**src/rtl/sd_fifo_xfer_sched.sv**
```systemverilog
// AXI-side block scheduler for the SD/eMMC TX/RX async FIFO pair.
// Gates DMA pushes/pops per block and hands blocks to the SD engine via go/done.
module sd_fifo_xfer_sched #(
    parameter int DW         = 32,
    parameter int FIFO_DEPTH = 128,
    parameter int BLK_CNT_W  = 16
) (
    input  logic                 aclk,
    input  logic                 rst_n,
    input  logic                 cfg_start,
    input  logic                 cfg_dir,
    input  logic [7:0]           cfg_blk_words,
    input  logic [BLK_CNT_W-1:0] cfg_blk_cnt,
    input  logic                 cfg_abort,
    input  logic [DW-1:0]        s_data,
    input  logic                 s_valid,
    output logic                 s_ready,
    output logic [DW-1:0]        m_data,
    output logic                 m_valid,
    input  logic                 m_ready,
    input  logic                 tx_full,
    output logic [DW-1:0]        tx_data,
    output logic                 tx_wr_en_n,
    input  logic                 rx_empty,
    input  logic [DW-1:0]        rx_data,
    output logic                 rx_rd_en_n,
    output logic                 sd_blk_go,
    input  logic                 sd_blk_done,
    output logic                 sd_dir,
    output logic                 busy,
    output logic                 done,
    output logic                 err,
    output logic [BLK_CNT_W-1:0] blk_remaining
);

    typedef enum logic [1:0] {
        S_IDLE,
        S_TX,
        S_RX,
        S_FIN
    } state_e;

    localparam logic [31:0]          DEPTH_L = 32'(FIFO_DEPTH);
    localparam logic [BLK_CNT_W-1:0] CNT_ONE = BLK_CNT_W'(1);

    state_e               state_q, state_d;
    logic                 dir_q, dir_d;
    logic [7:0]           words_q, words_d;
    logic [BLK_CNT_W-1:0] blk_cnt_q, blk_cnt_d;
    logic [BLK_CNT_W-1:0] pushed_q, pushed_d;
    logic [BLK_CNT_W-1:0] full_q, full_d;
    logic [BLK_CNT_W-1:0] rem_q, rem_d;
    logic [7:0]           word_cnt_q, word_cnt_d;
    logic [7:0]           drain_q, drain_d;
    logic                 pending_q, pending_d;
    logic                 go_q, go_d;
    logic                 busy_q, busy_d;
    logic                 done_q, done_d;
    logic                 err_q, err_d;

    logic in_tx, in_rx, push, pop, fill, ack_ok, cfg_bad, clr;

    assign in_tx = (state_q == S_TX);
    assign in_rx = (state_q == S_RX);

    assign s_ready    = in_tx && !tx_full && (pushed_q < blk_cnt_q);
    assign push       = s_valid && s_ready;
    assign tx_wr_en_n = !push;
    assign tx_data    = s_data;

    assign m_valid    = in_rx && pending_q && !rx_empty;
    assign pop        = m_valid && m_ready;
    assign rx_rd_en_n = !pop;
    assign m_data     = rx_data;

    assign cfg_bad = (cfg_blk_words == 8'd0)
                  || ({24'd0, cfg_blk_words} > DEPTH_L)
                  || (cfg_blk_cnt == '0);

    assign fill   = push && ((word_cnt_q + 8'd1) == words_q);
    assign ack_ok = sd_blk_done && (full_q != '0);

    always_comb begin
        state_d    = state_q;
        dir_d      = dir_q;
        words_d    = words_q;
        blk_cnt_d  = blk_cnt_q;
        pushed_d   = pushed_q;
        full_d     = full_q;
        rem_d      = rem_q;
        word_cnt_d = word_cnt_q;
        drain_d    = drain_q;
        pending_d  = pending_q;
        err_d      = 1'b0;
        clr        = 1'b0;

        unique case (state_q)
            S_IDLE: begin
                if (cfg_start && !cfg_abort) begin
                    if (cfg_bad) begin
                        err_d = 1'b1;
                    end else begin
                        dir_d     = cfg_dir;
                        words_d   = cfg_blk_words;
                        blk_cnt_d = cfg_blk_cnt;
                        rem_d     = cfg_blk_cnt;
                        state_d   = cfg_dir ? S_RX : S_TX;
                    end
                end
            end
            S_TX: begin
                if (cfg_abort) begin
                    clr     = 1'b1;
                    state_d = S_IDLE;
                end else begin
                    err_d = cfg_start || (sd_blk_done && !ack_ok);
                    if (push) word_cnt_d = fill ? 8'd0 : word_cnt_q + 8'd1;
                    if (fill) pushed_d = pushed_q + CNT_ONE;
                    if (fill && !ack_ok) full_d = full_q + CNT_ONE;
                    if (!fill && ack_ok) full_d = full_q - CNT_ONE;
                    if (ack_ok) begin
                        rem_d = rem_q - CNT_ONE;
                        if (rem_q == CNT_ONE) state_d = S_FIN;
                    end
                end
            end
            S_RX: begin
                if (cfg_abort) begin
                    clr     = 1'b1;
                    state_d = S_IDLE;
                end else begin
                    err_d = cfg_start || (sd_blk_done && pending_q);
                    if (sd_blk_done && !pending_q) begin
                        pending_d = 1'b1;
                        drain_d   = words_q;
                    end
                    if (pop) begin
                        drain_d = drain_q - 8'd1;
                        if (drain_q == 8'd1) begin
                            pending_d = 1'b0;
                            rem_d     = rem_q - CNT_ONE;
                            if (rem_q == CNT_ONE) state_d = S_FIN;
                        end
                    end
                end
            end
            S_FIN: begin
                err_d   = cfg_start;
                clr     = 1'b1;
                state_d = S_IDLE;
            end
            default: state_d = S_IDLE;
        endcase

        if (clr) begin
            pushed_d   = '0;
            full_d     = '0;
            rem_d      = '0;
            word_cnt_d = 8'd0;
            drain_d    = 8'd0;
            pending_d  = 1'b0;
        end

        busy_d = (state_d == S_TX) || (state_d == S_RX);
        done_d = (state_d == S_FIN);
        // go follows next-cycle block accounting so it lines up with the counters
        go_d   = ((state_d == S_TX) && (full_d != '0))
              || ((state_d == S_RX) && !pending_d);
    end

    always_ff @(posedge aclk or negedge rst_n) begin
        if (!rst_n) begin
            state_q    <= S_IDLE;
            dir_q      <= 1'b0;
            words_q    <= 8'd0;
            blk_cnt_q  <= '0;
            pushed_q   <= '0;
            full_q     <= '0;
            rem_q      <= '0;
            word_cnt_q <= 8'd0;
            drain_q    <= 8'd0;
            pending_q  <= 1'b0;
            go_q       <= 1'b0;
            busy_q     <= 1'b0;
            done_q     <= 1'b0;
            err_q      <= 1'b0;
        end else begin
            state_q    <= state_d;
            dir_q      <= dir_d;
            words_q    <= words_d;
            blk_cnt_q  <= blk_cnt_d;
            pushed_q   <= pushed_d;
            full_q     <= full_d;
            rem_q      <= rem_d;
            word_cnt_q <= word_cnt_d;
            drain_q    <= drain_d;
            pending_q  <= pending_d;
            go_q       <= go_d;
            busy_q     <= busy_d;
            done_q     <= done_d;
            err_q      <= err_d;
        end
    end

    assign sd_blk_go     = go_q;
    assign sd_dir        = dir_q;
    assign busy          = busy_q;
    assign done          = done_q;
    assign err           = err_q;
    assign blk_remaining = rem_q;

endmodule

```
**config.mk**
```make
export PLATFORM = sky130hd
export DESIGN_NAME = sd_fifo_xfer_sched
export DESIGN_NICKNAME = d
export VERILOG_FILES = /design/src/rtl/sd_fifo_xfer_sched.sv
export SDC_FILE = /design/constraint.sdc
export NUM_CORES = 1
export LEC_CHECK = 0
export BUFFER_PORTS_ARGS = -buffer_cell sky130_fd_sc_hd__buf_4
export CAP_MARGIN = 20
export CORE_MARGIN = 2
export CORE_UTILIZATION = 48
export CTS_CLUSTER_SIZE = 8
export DETAILED_ROUTE_END_ITERATION = 10
export PLACE_DENSITY = 0.74
export REMOVE_ABC_BUFFERS = 1
export SETUP_SLACK_MARGIN = 0.1
export SYNTH_ARGS = -nofsm -noshare
export SYNTH_HDL_FRONTEND = slang
export SYNTH_SLANG_ARGS = --single-unit
```
**constraint.sdc**
```tcl
create_clock -name aclk -period 3.3 [get_ports aclk]
set_clock_uncertainty 0.2 [all_clocks]
set_input_delay 0.165 -clock aclk [delete_from_list [all_inputs] [get_ports aclk]]
set_output_delay 0.165 -clock aclk [all_outputs]
set_load 0.005 [all_outputs]
```
* Yosys cells after proc, flatten, opt, wreduce, memory -nomap -nowiden
Index checks and enable logic that the tools add are counted.
** Storage, ports and cells
- Register bits :: 96
- Word-level logic and storage cells :: 139
- Output and inout port bits :: 89
** Operators by class
- Mux-type cells :: 51
- Eq/ne operators :: 17
- Add/sub/neg operators :: 6
- Order comparisons :: 2
- Reduce and logical (&&, ||, !) cells :: 48
- Bitwise gates (word level) :: 1
** Operators by type and width (count)
- 16-bit 2-to-1 mux :: 17
- 8-bit 2-to-1 mux :: 10
- 16-bit case mux with 3 select lines :: 1
- 16-bit by 1-bit adder with 16-bit output (second input constant) :: 2
- 16-bit nonzero test :: 2
- 16-bit by 1-bit subtractor with 16-bit output (second input constant) :: 2
- 2-bit 2-to-1 mux :: 9
- 16-bit by 1-bit equality test with 1-bit output (second input constant) :: 1
- 1-bit logical AND :: 16
- 16-bit zero test :: 1
- 16-bit less-than comparator :: 1
- 3-bit AND reduction :: 4
- 1-bit 2-to-1 mux :: 11
- 1-bit zero test :: 9
- 3-bit by 1-bit != test with 1-bit output (second input constant) :: 3
- 8-bit by 1-bit adder with 8-bit output (second input constant) :: 1
- 2-bit equality test (second input constant) :: 4
- 8-bit by 1-bit equality test with 1-bit output (second input constant) :: 1
- 8-bit equality test :: 1
- 8-bit > comparator (second input constant) :: 1
- 8-bit zero test :: 1
- 2-bit case mux with 4 select lines :: 1
- 8-bit AND reduction :: 1
- 2-bit nonzero test :: 4
- 13 further kinds :: 21

* Longest topological paths before layout
Gate-level depths: netlist of the first run.
- Depth after elaboration :: 14
- Depth in mapped cells :: 14

* Worst setup path after synthesis of the first run
Ideal clock, no wire load.
- Path kind :: register to register
- Start point :: reg pushed_q[2]
- End point :: reg go_q (netlist: sd_blk_go)
- Path buffers :: 1
- Path slack :: 0.036 ns
- Stages on the path, launching flop included :: 13
- Data arrival time :: 2.928 ns
- Required time :: 2.964 ns
- Period minus slack after synthesis :: 3.264 ns
- Cells stage by stage :: dfrtp_1 ha_1 a211oi_1 o21ai_0 a21oi_1 o211ai_1 or2_1 buf_6 o21ai_0 mux2i_1 or4_1 nor4_1 a31oi_1
** Between the ends
- Longest elaborated chain between the ends :: 13
- Elaborated cells on any way between the ends :: 15
- Classes of those cells :: order compare (1); mux (5); reduce/logical (9)
** Ends and longest elaborated chain
- start, declared :: RTL line 50 : logic [BLK_CNT_W-1:0] pushed_q, pushed_d;
- start signal, assigned :: RTL line 192 : pushed_q <= pushed_d;
- 16-bit less-than comparator (*) :: RTL line 66 : assign s_ready = in_tx && !tx_full && (pushed_q < blk_cnt_q);
- 1-bit logical AND (*) :: RTL line 66
- 1-bit logical AND (*) :: RTL line 67 : assign push = s_valid && s_ready;
- 1-bit logical AND (*) :: RTL line 80 : assign fill = push && ((word_cnt_q + 8'd1) == words_q);
- 1-bit logical AND or 1-bit zero test (tied branches) :: RTL line 119, 120
- 16-bit 2-to-1 mux or 1-bit logical AND (tied branches) :: RTL line 119, 120
- 16-bit 2-to-1 mux (*) :: RTL line 120 : if (!fill && ack_ok) full_d = full_q - CNT_ONE;
- 16-bit 2-to-1 mux (*) :: RTL line 112 : if (cfg_abort) begin
- 16-bit 2-to-1 mux (*) :: RTL line 97 : unique case (state_q)
- 16-bit 2-to-1 mux (*) :: RTL line 155 : if (clr) begin
- via full_d[7] :: RTL line 51 : logic [BLK_CNT_W-1:0] full_q, full_d;
- 16-bit nonzero test (*) :: RTL line 167 : go_d = ((state_d == S_TX) && (full_d != '0))
- 1-bit logical AND (*) :: RTL line 167
- 1-bit logical OR (*) :: RTL line 168 : || ((state_d == S_RX) && !pending_d);
- via go_d :: RTL line 56 : logic go_q, go_d;
- end signal, assigned :: RTL line 198 : go_q <= go_d;
- end, declared :: RTL line 56
The timed path passes the listed nets; every way through them passes the cells marked *.
A chain may end at the register's enable or synchronous reset.

* Final worst setup path of the first run
- Start point :: in cfg_blk_words[6]
- End point :: reg go_q (netlist: sd_blk_go)
** Between the ends
- Longest elaborated chain between the ends :: 9
- Elaborated cells on any way between the ends :: 12
- Classes of those cells :: order compare (1); eq/ne (2); mux (3); reduce/logical (6)
** Ends and longest elaborated chain
- start, declared :: RTL line 12 : input logic [7:0] cfg_blk_words,
- 8-bit > comparator or 8-bit zero test (tied branches) :: RTL line 77, 76
- 1-bit logical OR (*) :: RTL line 77 : || ({24'd0, cfg_blk_words} > DEPTH_L)
- 1-bit logical OR (*) :: RTL line 78 : || (cfg_blk_cnt == '0);
- 2-bit 2-to-1 mux (*) :: RTL line 100 : if (cfg_bad) begin
- 2-bit 2-to-1 mux (*) :: RTL line 99 : if (cfg_start && !cfg_abort) begin
- 2-bit case mux with 4 select lines (*) :: RTL line 97
- 2-bit by 1-bit equality test with 1-bit output or 2-bit equality test (tied branches) :: RTL line 167, 168
- 1-bit logical AND (on tied branches) :: RTL line 167, 168
- 1-bit logical OR (*) :: RTL line 168
- via go_d :: RTL line 56
Marks and branches as above.

==> results.sh, run 1 <==
export IMPL_grtUsageTotal_pct=26.81
export IMPL_vias_per_cell=5.836
export IMPL_layout_drive_gt1_share_pct=24.11
export IMPL_synth_enable_flop_cells=0
export IMPL_cpPeakStageDelay_ps=550
export IMPL_synth_top_family_by_area="simple AND/OR/NAND/NOR gates"
export IMPL_die_width_um=121.8
export IMPL_p_comb_share_pct=47.3
export IMPL_port_buffers=58
export IMPL_first_global_vias=5695
export IMPL_power_frac_seq_pct=33.8
export IMPL_core_area_um2=13720
export IMPL_drt_iter0_markers=484
export IMPL_gp_congestion=0.9217
export IMPL_wl_per_cell_um=19.16
export IMPL_synthXorXnorAreaFrac_pct=4.080
export IMPL_synth_adder_area_share_pct=5.640
export IMPL_place_ws_ps=-27.49
export IMPL_synthArstFlopShare_pct=100.0
export IMPL_p_int_mw=3.532
export IMPL_htreeDepth=3
export IMPL_synth_compound_area_share_pct=16.64
export IMPL_synthTopCellsByArea="dfrtp_1 36%, buf_4 7.3%, nand2_1 6.3%"
export IMPL_seq_area_um2=2406
export IMPL_slew_violations=0
export IMPL_pin_count=187
export IMPL_wl_um=20210
export IMPL_dp_hpwl_um=14460
export IMPL_vias=6157
export IMPL_path_delay_family="simple AND/OR/NAND/NOR gates"
export IMPL_setup_viol_count_final=0
export IMPL_hold_viol=0
export IMPL_hold_path_class="input port to flop"
export IMPL_critPathRequiredTime_ps=3330
export IMPL_fill_cells=1155
export IMPL_period_share_pct=95.45
export IMPL_multiInputGateArea_um2=3755
export IMPL_grt_max_degree=45
export IMPL_cts_tree="done"
export IMPL_die_area_um2=14820
export IMPL_synth_top_area_share_pct=36.10
export IMPL_max_slew_margin_rel_pct=58.17
export IMPL_path_cells="dlygate4sd3_1 -> buf_4 -> or4_1 -> nor4_2 -> xor2_1 -> a31oi_2 -> a21bo_2 -> o31ai_1 -> a21oi_1 -> ha_1 -> nor2b_1 -> nor4_1 -> a31oi_1"
export IMPL_setup_worst_path_end_class="flop"
export IMPL_peakVddDrop_v=0.0003211
export IMPL_drc_errors=0
export IMPL_p_sw_share_pct=40.46
export IMPL_crit_path_top_delay_cell="dlygate4sd3_1"
export IMPL_cap_viol_max_count=0
export IMPL_synthCells=802
export IMPL_yosys_warnings=0
export IMPL_clock_latency_ps=350
export IMPL_arrival_ps=3180
export IMPL_ys_flop_type="dfrtp_1"
export IMPL_antenna_found_initial=0
export IMPL_ant_nets=0
export IMPL_cts_buffer_depth=2
export IMPL_rows=43
export IMPL_synth_most_common_cell="nand2_1"
export IMPL_fmax_mhz=317.5
export IMPL_crit_type="input port to flop"
export IMPL_area_growth_pct=21.79
export IMPL_cellPowerDensity_nw_per_um2=731.8
export IMPL_yosysUniqueCellTypes=58
export IMPL_cts_root_buf="clkbuf_16"
export IMPL_antenna_cells=0
export IMPL_synthMuxAreaShare_pct=2.726
export IMPL_cts_buffers=9
export IMPL_ys_ff_latch=96
export IMPL_drt_first_pass_iters=5
export IMPL_clock_sinks=96
export IMPL_status="finished, final reports clean"
export IMPL_synth_avg_cell_area_um2=8.298
export IMPL_dieHeight_um=121.8
export IMPL_clk_pin_slew_ps=70
export IMPL_rsz0062_at_grt="true"
export IMPL_tightest_slew_ps=621.7
export IMPL_synth_commonest_cells="111 x nand2_1, 96 x dfrtp_1, 70 x o21ai_0"
export IMPL_crit_path_start_kind="input port"
export IMPL_p_sw_mw=2.400
export IMPL_grt_pass1_wl_um=30600
export IMPL_fin_util_pct=59.08
export IMPL_syn_area_um2=6655
export IMPL_worstPathMaxFanout=3
export IMPL_worst_slack_ps=150.3
export IMPL_clkPwrFrac_pct=18.8
export IMPL_yosysSeqAreaShare_pct=36.10
export IMPL_nets=998
export IMPL_synth_area_leader_cell="dfrtp_1"
export IMPL_synth_simple_gate_area_share_pct=23.03
export IMPL_overflow=0
export IMPL_start_util_pct=48.51
export IMPL_min_period_ps=3150
export IMPL_leakage_nw=3.618
export IMPL_cp_num_buf_inv=2
export IMPL_finalSetupTns_ps=0
-- placed cells by master, fill, tap and decap left out, types with 4 or more instances in the layout --
cell and n:
nand2b_1 6, a21oi_1 27, and3_1 9, nor3_1 24, ha_4 4, mux2i_1 16, inv_1 35, dlygate4sd3_1 27
xor2_1 15, or4_1 7, buf_4 125, nor4_1 9, or3_4 5, nor2b_1 7, and2_1 7, clkbuf_16 9
a21oi_2 7, a22o_1 9, ha_1 25, nor3b_1 4, or3_1 6, o41ai_1 4, nand4_1 12, o2111ai_1 4
nor2_1 53, nand3_1 24, nand2_1 110, o31ai_1 7, o21ai_0 66, a21o_1 6, o22ai_1 6, xnor2_1 16
dfrtp_1 93
-- sequential cells by signal, indices dropped and copies added, names as in the netlist --
| signal | flops |
|---|---|
| words_q | 8 |
| full_q | 16 |
| err | 1 |
| busy | 1 |
| word_cnt_q | 8 |
| blk_cnt_q | 16 |
| pushed_q | 16 |
| pending_q | 1 |
| state_q | 2 |
| drain_q | 8 |
| done | 1 |
| blk_remaining | 16 |
| sd_dir | 1 |
| sd_blk_go | 1 |
-- final timing paths --
| kind | start | to | slack, ps | cells after the start |
|---|---|---|---|---|
| setup / recovery | cfg_blk_words[6] | sd_blk_go | 150 | 13 |
| hold / removal | cfg_start | err | 20 | 3 |
| setup reg to reg | word_cnt_q[0] | sd_blk_go | 160 | 11 |
| hold reg to reg | drain_q[3] | drain_q[3] | 290 | 2 |
| max in group asynchronous | rst_n | pushed_q[2] | 1910 | 3 |
| min in group asynchronous | rst_n | drain_q[2] | 160 | 2 |
-- worst min-delay path, cell delays in order --
cell and delay [ps]:
buf_4 110, a222oi_1 100, o22ai_1 140
-- cells by family (layout without fill, tap and decap cells) --
logic type | Yosys count | after routing
simple gates | 312 | 312
compound gates | 178 | 178
buf+inv | 137 | 210
xor+xnor | 31 | 31
flops | 96 | 96
fa+ha+maj | 30 | 30
mux | 18 | 18
-- metrics by stage --
step                std cells  total power, mW  hold slack [ps]  cell area [um^2]
floorplan                 702            3.479           -330.6              6010
global placement          998            4.421            7.930              7106
detailed placement        998            4.465            3.348              7106
CTS                      1043            5.625            7.462              7721
global route             1055            6.360            15.28              8105
finish                   1055            5.932            15.66              8105
-- power groups by stage --
stage / Combinational, mW / Clock (mW) / Sequential [mW]
4_1_cts: 2.52 / 1.13 / 1.97
3_3_place_gp: 2.44 / 0 / 1.98
6_report: 2.81 / 1.12 / 2.01
5_1_grt: 3.12 / 1.18 / 2.06
2_1_floorplan: 1.54 / 0 / 1.94
3_5_place_dp: 2.48 / 0 / 1.99
-- routing by layer --
metal	vias to the layer above	part of all wire (%)	track usage, %
met1	2960	44	35.53
met5	-	0.51	6.944
met4	2	1.8	8.333
li1	2898	-	-
met3	33	11	12.08
met2	264	44	38.58
-- layout make-up --
class	instances	area share [%]
Clock inverter	4	0.6329
Clock buffer	12	3.288
Tap cell	180	2.779
Timing Repair Buffer	157	15.58
Sequential cell	96	29.69
Multi-Input combinational cell	569	46.33
Inverter	37	1.713
-- timing repair --
item / in CTS / in global routing
endpoints found under the setup margin: 9 / 32
cloned: 0 / 2
buffers inserted: 2 / 10
hold buffers: 27 / 0
hold endpoints to repair: 70 / 0
resized for setup: 6 / 66
pin swaps: 2 / 26
Power figures use the tool's default switching activity.
==> run 2: changes to the inputs <==
--- a/config.mk
+++ b/config.mk
@@ -7,6 +7,7 @@
 export LEC_CHECK = 0
 export BUFFER_PORTS_ARGS = -buffer_cell sky130_fd_sc_hd__buf_4
 export CAP_MARGIN = 20
+export CORE_ASPECT_RATIO = 1.75
 export CORE_MARGIN = 2
 export CORE_UTILIZATION = 48
 export CTS_CLUSTER_SIZE = 8
==> run 2 against run 1 <==
  * Sequential share of layout area grew 0.75 points
  * Clock-buffer cell count decreased by 3
  * Largest power group unchanged
  * Clock power down 4%
  * Flip-flop and latch count unchanged
  * Critical path type is now flop to flop
  * Combinational power decreased by 3%
  * Largest cell class unchanged
==> results.sh, run 2 (synthesis results as in run 1) <==
export IMPL_status="finished, final reports clean"
export IMPL_wl_per_cell_um=20.19
export IMPL_first_global_vias=6114
export IMPL_core_area_um2=13690
export IMPL_peakVddDrop_v=0.0003712
export IMPL_slew_violations=0
export IMPL_crit_path_start_kind="flop"
export IMPL_antenna_cells=0
export IMPL_start_util_pct=48.60
export IMPL_overflow=0
export IMPL_die_area_um2=14860
export IMPL_clk_pin_slew_ps=80
export IMPL_final_area_um2=7901
export IMPL_holdPathEnd="err"
export IMPL_seq_area_um2=2405
export IMPL_pin_count=187
export IMPL_drt_first_pass_iters=8
export IMPL_p_total_mw=5.781
export IMPL_grt_pass1_wl_um=33300
export IMPL_grtUsageTotal_pct=28.90
export IMPL_vias_per_cell=5.795
export IMPL_cts_buffers=9
export IMPL_arrival_ps=3270
export IMPL_min_period_ps=3241
export IMPL_fmax_mhz=308.6
export IMPL_tightest_slew_ps=761.6
export IMPL_cpPeakStageDelay_ps=380
export IMPL_cts_buffer_depth=2
export IMPL_finalSetupTns_ps=0
export IMPL_ant_nets=0
export IMPL_instances_no_fill=1053
export IMPL_cellPowerDensity_nw_per_um2=731.7
export IMPL_worst_slack_ps=59.16
export IMPL_rows=57
export IMPL_r2r_cells=14
export IMPL_setup_worst_path_end_class="flop"
export IMPL_rsz0062_at_grt="true"
export IMPL_r2r_start="blk_cnt_q[13]"
export IMPL_clock_sinks=96
export IMPL_nets=1000
export IMPL_die_width_um=93.01
export IMPL_wl_um=21260
export IMPL_layout_drive_gt1_share_pct=21.00
export IMPL_p_sw_mw=2.379
export IMPL_setup_viol_count_final=0
export IMPL_final_cell_mix="131 x buf_4, 111 x nand2_1, 94 x dfrtp_1"
export IMPL_leakage_nw=3.593
export IMPL_reg2reg_to="sd_blk_go"
export IMPL_crit_path_top_delay_cell="dfrtp_1"
export IMPL_htreeDepth=3
export IMPL_place_ws_ps=-42.06
export IMPL_min_from="cfg_start"
export IMPL_fin_util_pct=57.70
export IMPL_place_area_um2=7129
export IMPL_period_share_pct=98.21
export IMPL_vias=6102
export IMPL_drt_iter0_markers=413
export IMPL_worstPathMaxFanout=7
export IMPL_critPathRequiredTime_ps=3330
export IMPL_dieHeight_um=159.8
export IMPL_p_sw_share_pct=41.15
export IMPL_gp_congestion=0.9100
export IMPL_final_common_cell="buf_4"
export IMPL_drc_errors=0
export IMPL_multiInputGateArea_um2=3568
export IMPL_cap_viol_max_count=0
export IMPL_path_delay_family="compound AO/OA/AOI/OAI gates"
export IMPL_dp_hpwl_um=15550
export IMPL_clock_latency_ps=350
export IMPL_hold_viol=0
export IMPL_max_slew_margin_rel_pct=49.23
export IMPL_crit_type="flop to flop"
export IMPL_r2r_slack_ps=60
export IMPL_port_buffers=58
export IMPL_cts_root_buf="clkbuf_16"
export IMPL_cp_num_buf_inv=3
export IMPL_p_int_mw=3.403
export IMPL_p_comb_share_pct=47.2
export IMPL_grt_max_degree=57
export IMPL_path_cells="inv_2 -> ha_4 -> a211oi_2 -> o211ai_1 -> nor2_2 -> o211ai_1 -> buf_4 -> nor2_1 -> buf_4 -> a21boi_0 -> xnor2_1 -> a31oi_1 -> nor3_1 -> a31oi_1"
export IMPL_post_place_cells=997
export IMPL_area_growth_pct=18.73
export IMPL_clkPwrFrac_pct=18.5
export IMPL_antenna_found_initial=0
export IMPL_hold_path_class="input port to flop"
export IMPL_holdWs_ps=37.47
export IMPL_cts_tree="done"
export IMPL_holdPathStages=3
export IMPL_fill_cells=1249
export IMPL_power_frac_seq_pct=34.3
-- run 2: routing by layer --
layer	wire, um	up-vias	global-route usage, %
met3	2038	90	10.66
li1	-	2896	-
met1	7464	2860	31.56
met5	32	-	3.819
met4	1475	2	17.05
met2	10250	254	46.97
-- run 2: cell type report --
type,count,area share [%]
inverters,37,1.758
clock buffers,9,2.850
repair buffers,159,16.12
flip-flops and latches,96,30.44
multi-input cells,569,45.16
clock inverters,6,0.8709
well taps,177,2.803
-- run 2: power by group through the flow --
stage,Sequential (mW),Combinational [mW],Clock (mW)
global placement,1.97,2.52,0
floorplan,1.94,1.54,0
CTS,1.97,2.65,1.07
global route,2.04,3.01,1.13
finish,1.98,2.73,1.07
detailed placement,1.98,2.56,0
-- run 2: what timing repair did --
action,CTS,global route
cloned,0,0
resized for setup,9,21
buffers inserted,13,1
hold endpoints to repair,82,0
endpoints found under the setup margin,9,32
pin swaps,5,6
hold buffers,27,0
-- run 2: tightest hold or removal path: stages --
cell	delay, ps
buf_4	110
a222oi_1	110
o22ai_1	150
-- run 2: worst max-delay path by stage --
stage / to / from / cells past startpoint / slack (ps)
CTS: sd_blk_go / word_cnt_q[0] / 11 / 100
detailed placement: sd_blk_go / pushed_q[13] / 11 / -40
floorplan: blk_remaining[12] / state_q[0] / 9 / -440
finish: sd_blk_go / blk_cnt_q[13] / 14 / 60
global placement: sd_blk_go / pushed_q[13] / 11 / 40
global route: sd_blk_go / pushed_q[14] / 13 / -90
==> run 3: changes to the inputs <==
--- a/config.mk
+++ b/config.mk
@@ -13,7 +13,6 @@
 export CTS_CLUSTER_SIZE = 8
 export DETAILED_ROUTE_END_ITERATION = 10
 export PLACE_DENSITY = 0.74
-export REMOVE_ABC_BUFFERS = 1
 export SETUP_SLACK_MARGIN = 0.1
 export SYNTH_ARGS = -nofsm -noshare
 export SYNTH_HDL_FRONTEND = slang
==> run 3 against run 2 <==
  * Clock power increased by 8%
  * Register-to-register slack gained 30 ps
  * Cell count up 0.38%
  * First-iteration DRC count is 3.9% lower
  * Clock-buffer cell count unchanged
  * Largest cell class unchanged
==> results.sh, run 3 (synthesis results as in run 1) <==
export IMPL_ant_nets=0
export IMPL_gp_congestion=0.9398
export IMPL_tightest_slew_ps=650.8
export IMPL_vias_per_cell=5.840
export IMPL_fmax_mhz=311.1
export IMPL_critPathRequiredTime_ps=3330
export IMPL_cts_root_buf="clkbuf_16"
export IMPL_area_growth_pct=21.30
export IMPL_cts_buffers=9
export IMPL_arrival_ps=3240
export IMPL_nets=1003
export IMPL_status="finished, final reports clean"
export IMPL_hold_viol=0
export IMPL_wl_per_cell_um=17.56
export IMPL_path_cells="or3_1 -> a211oi_2 -> or3_4 -> nand4_4 -> or2_4 -> buf_4 -> buf_4 -> mux2i_1 -> xnor2_1 -> a41oi_1 -> nor4_4 -> a31oi_1"
export IMPL_die_width_um=93.01
export IMPL_worst_slack_ps=86.08
export IMPL_cellPowerDensity_nw_per_um2=743.1
export IMPL_drc_errors=0
export IMPL_setup_viol_count_final=0
export IMPL_vias=6173
export IMPL_start_util_pct=48.60
export IMPL_grt_max_degree=57
export IMPL_crit_path_top_delay_cell="dfrtp_2"
export IMPL_slew_violations=0
export IMPL_grtUsageTotal_pct=25.16
export IMPL_antenna_found_initial=1
export IMPL_leakage_nw=3.622
export IMPL_cp_common_cell="buf_4"
export IMPL_crit_type="flop to flop"
export IMPL_worstPathMaxFanout=7
export IMPL_port_buffers=58
export IMPL_wl_um=18560
export IMPL_hold_path_class="input port to flop"
export IMPL_place_area_um2=7194
export IMPL_first_global_vias=6052
export IMPL_holdWs_ps=11.41
export IMPL_core_area_um2=13690
export IMPL_crit_path_start_kind="flop"
export IMPL_p_total_mw=5.999
export IMPL_clock_sinks=96
export IMPL_post_place_cells=1005
export IMPL_cpPeakStageDelay_ps=440
export IMPL_path_delay_family="simple AND/OR/NAND/NOR gates"
export IMPL_place_ws_ps=-32.68
export IMPL_clk_pin_slew_ps=70
export IMPL_instances_no_fill=1057
export IMPL_rsz0062_at_grt="true"
export IMPL_layout_drive_gt1_share_pct=23.89
export IMPL_overflow=0
export IMPL_die_area_um2=14860
export IMPL_cts_buffer_depth=2
export IMPL_cts_tree="done"
export IMPL_fin_util_pct=58.95
export IMPL_rows=57
export IMPL_drt_first_pass_iters=6
export IMPL_htreeDepth=3
export IMPL_syn_num_nets=930
export IMPL_max_slew_margin_rel_pct=56.62
export IMPL_cap_viol_max_count=0
export IMPL_drt_iter0_markers=397
export IMPL_dieHeight_um=159.8
export IMPL_pin_count=187
export IMPL_cp_num_buf_inv=2
export IMPL_clock_latency_ps=360
export IMPL_grt_pass1_wl_um=29600
export IMPL_peakVddDrop_v=0.0003567
export IMPL_final_cell_mix="134 x buf_4, 110 x nand2_1, 93 x dfrtp_1"
export IMPL_period_share_pct=97.39
export IMPL_dp_hpwl_um=13350
export IMPL_final_area_um2=8073
export IMPL_finalSetupTns_ps=0
export IMPL_setup_worst_path_end_class="flop"
export IMPL_min_period_ps=3214
export IMPL_final_common_cell="buf_4"
==> run 3: changes by cell type in the layout (fill, tap and decap cells not counted), moves of 4 or more <==
cell | before | now
inv_1 | 36 | 32
inv_2 | 1 | 5
o21ai_1 | 4 | 8
ha_1 | 28 | 24
o21ai_0 | 67 | 63
==> run 3: layout make-up <==
class / instances / area (um^2)
fill: 1198 / 5620
multi-input combinational: 569 / 3690
sequential: 96 / 2406
timing repair buffer: 162 / 1296
clock buffer: 9 / 225.2
tap: 177 / 221.5
inverter: 37 / 138.9
clock inverter: 6 / 92.59
antenna: 1 / 2.502
==> run 3: final timing paths <==
check / startpoint / end / slack (ps) / cells after the start
setup / recovery: word_cnt_q[3] / sd_blk_go / 90 / 12
hold / removal: cfg_abort / err / 10 / 4
setup reg to reg: word_cnt_q[3] / sd_blk_go / 90 / 12
hold reg to reg: drain_q[3] / drain_q[3] / 290 / 2
max in group asynchronous: rst_n / blk_cnt_q[12] / 2060 / 3
min in group asynchronous: rst_n / full_q[10] / 140 / 2
==> run 3: routing by layer <==
metal	wire length (um)	track usage [%]
met5	0	0
met4	1094	15.17
met3	888	4.292
met2	9701	44.27
met1	6874	27.75
==> run 3: report_power, final <==
| part | internal [mW] | switching (mW) |
|---|---|---|
| sequential | 1.58 | 0.459 |
| combinational | 1.29 | 1.51 |
| clock | 0.668 | 0.495 |
| total | 3.53 | 2.47 |
==> run 3: worst register-to-register path, stage by stage, from the launching register on <==
cell	delay, ps
dfrtp_2	440
or3_1	410
a211oi_2	220
or3_4	160
nand4_4	100
or2_4	310
buf_4	170
buf_4	150
mux2i_1	120
xnor2_1	280
a41oi_1	240
nor4_4	180
a31oi_1	110
==> run 3: timing repair <==
item | in CTS | in global routing
resized for setup | 13 | 46
pin swaps | 5 | 19
hold buffers | 27 | 0
setup endpoints to repair | 8 | 27
buffers inserted | 2 | 7
endpoints found under the hold margin | 69 | 0
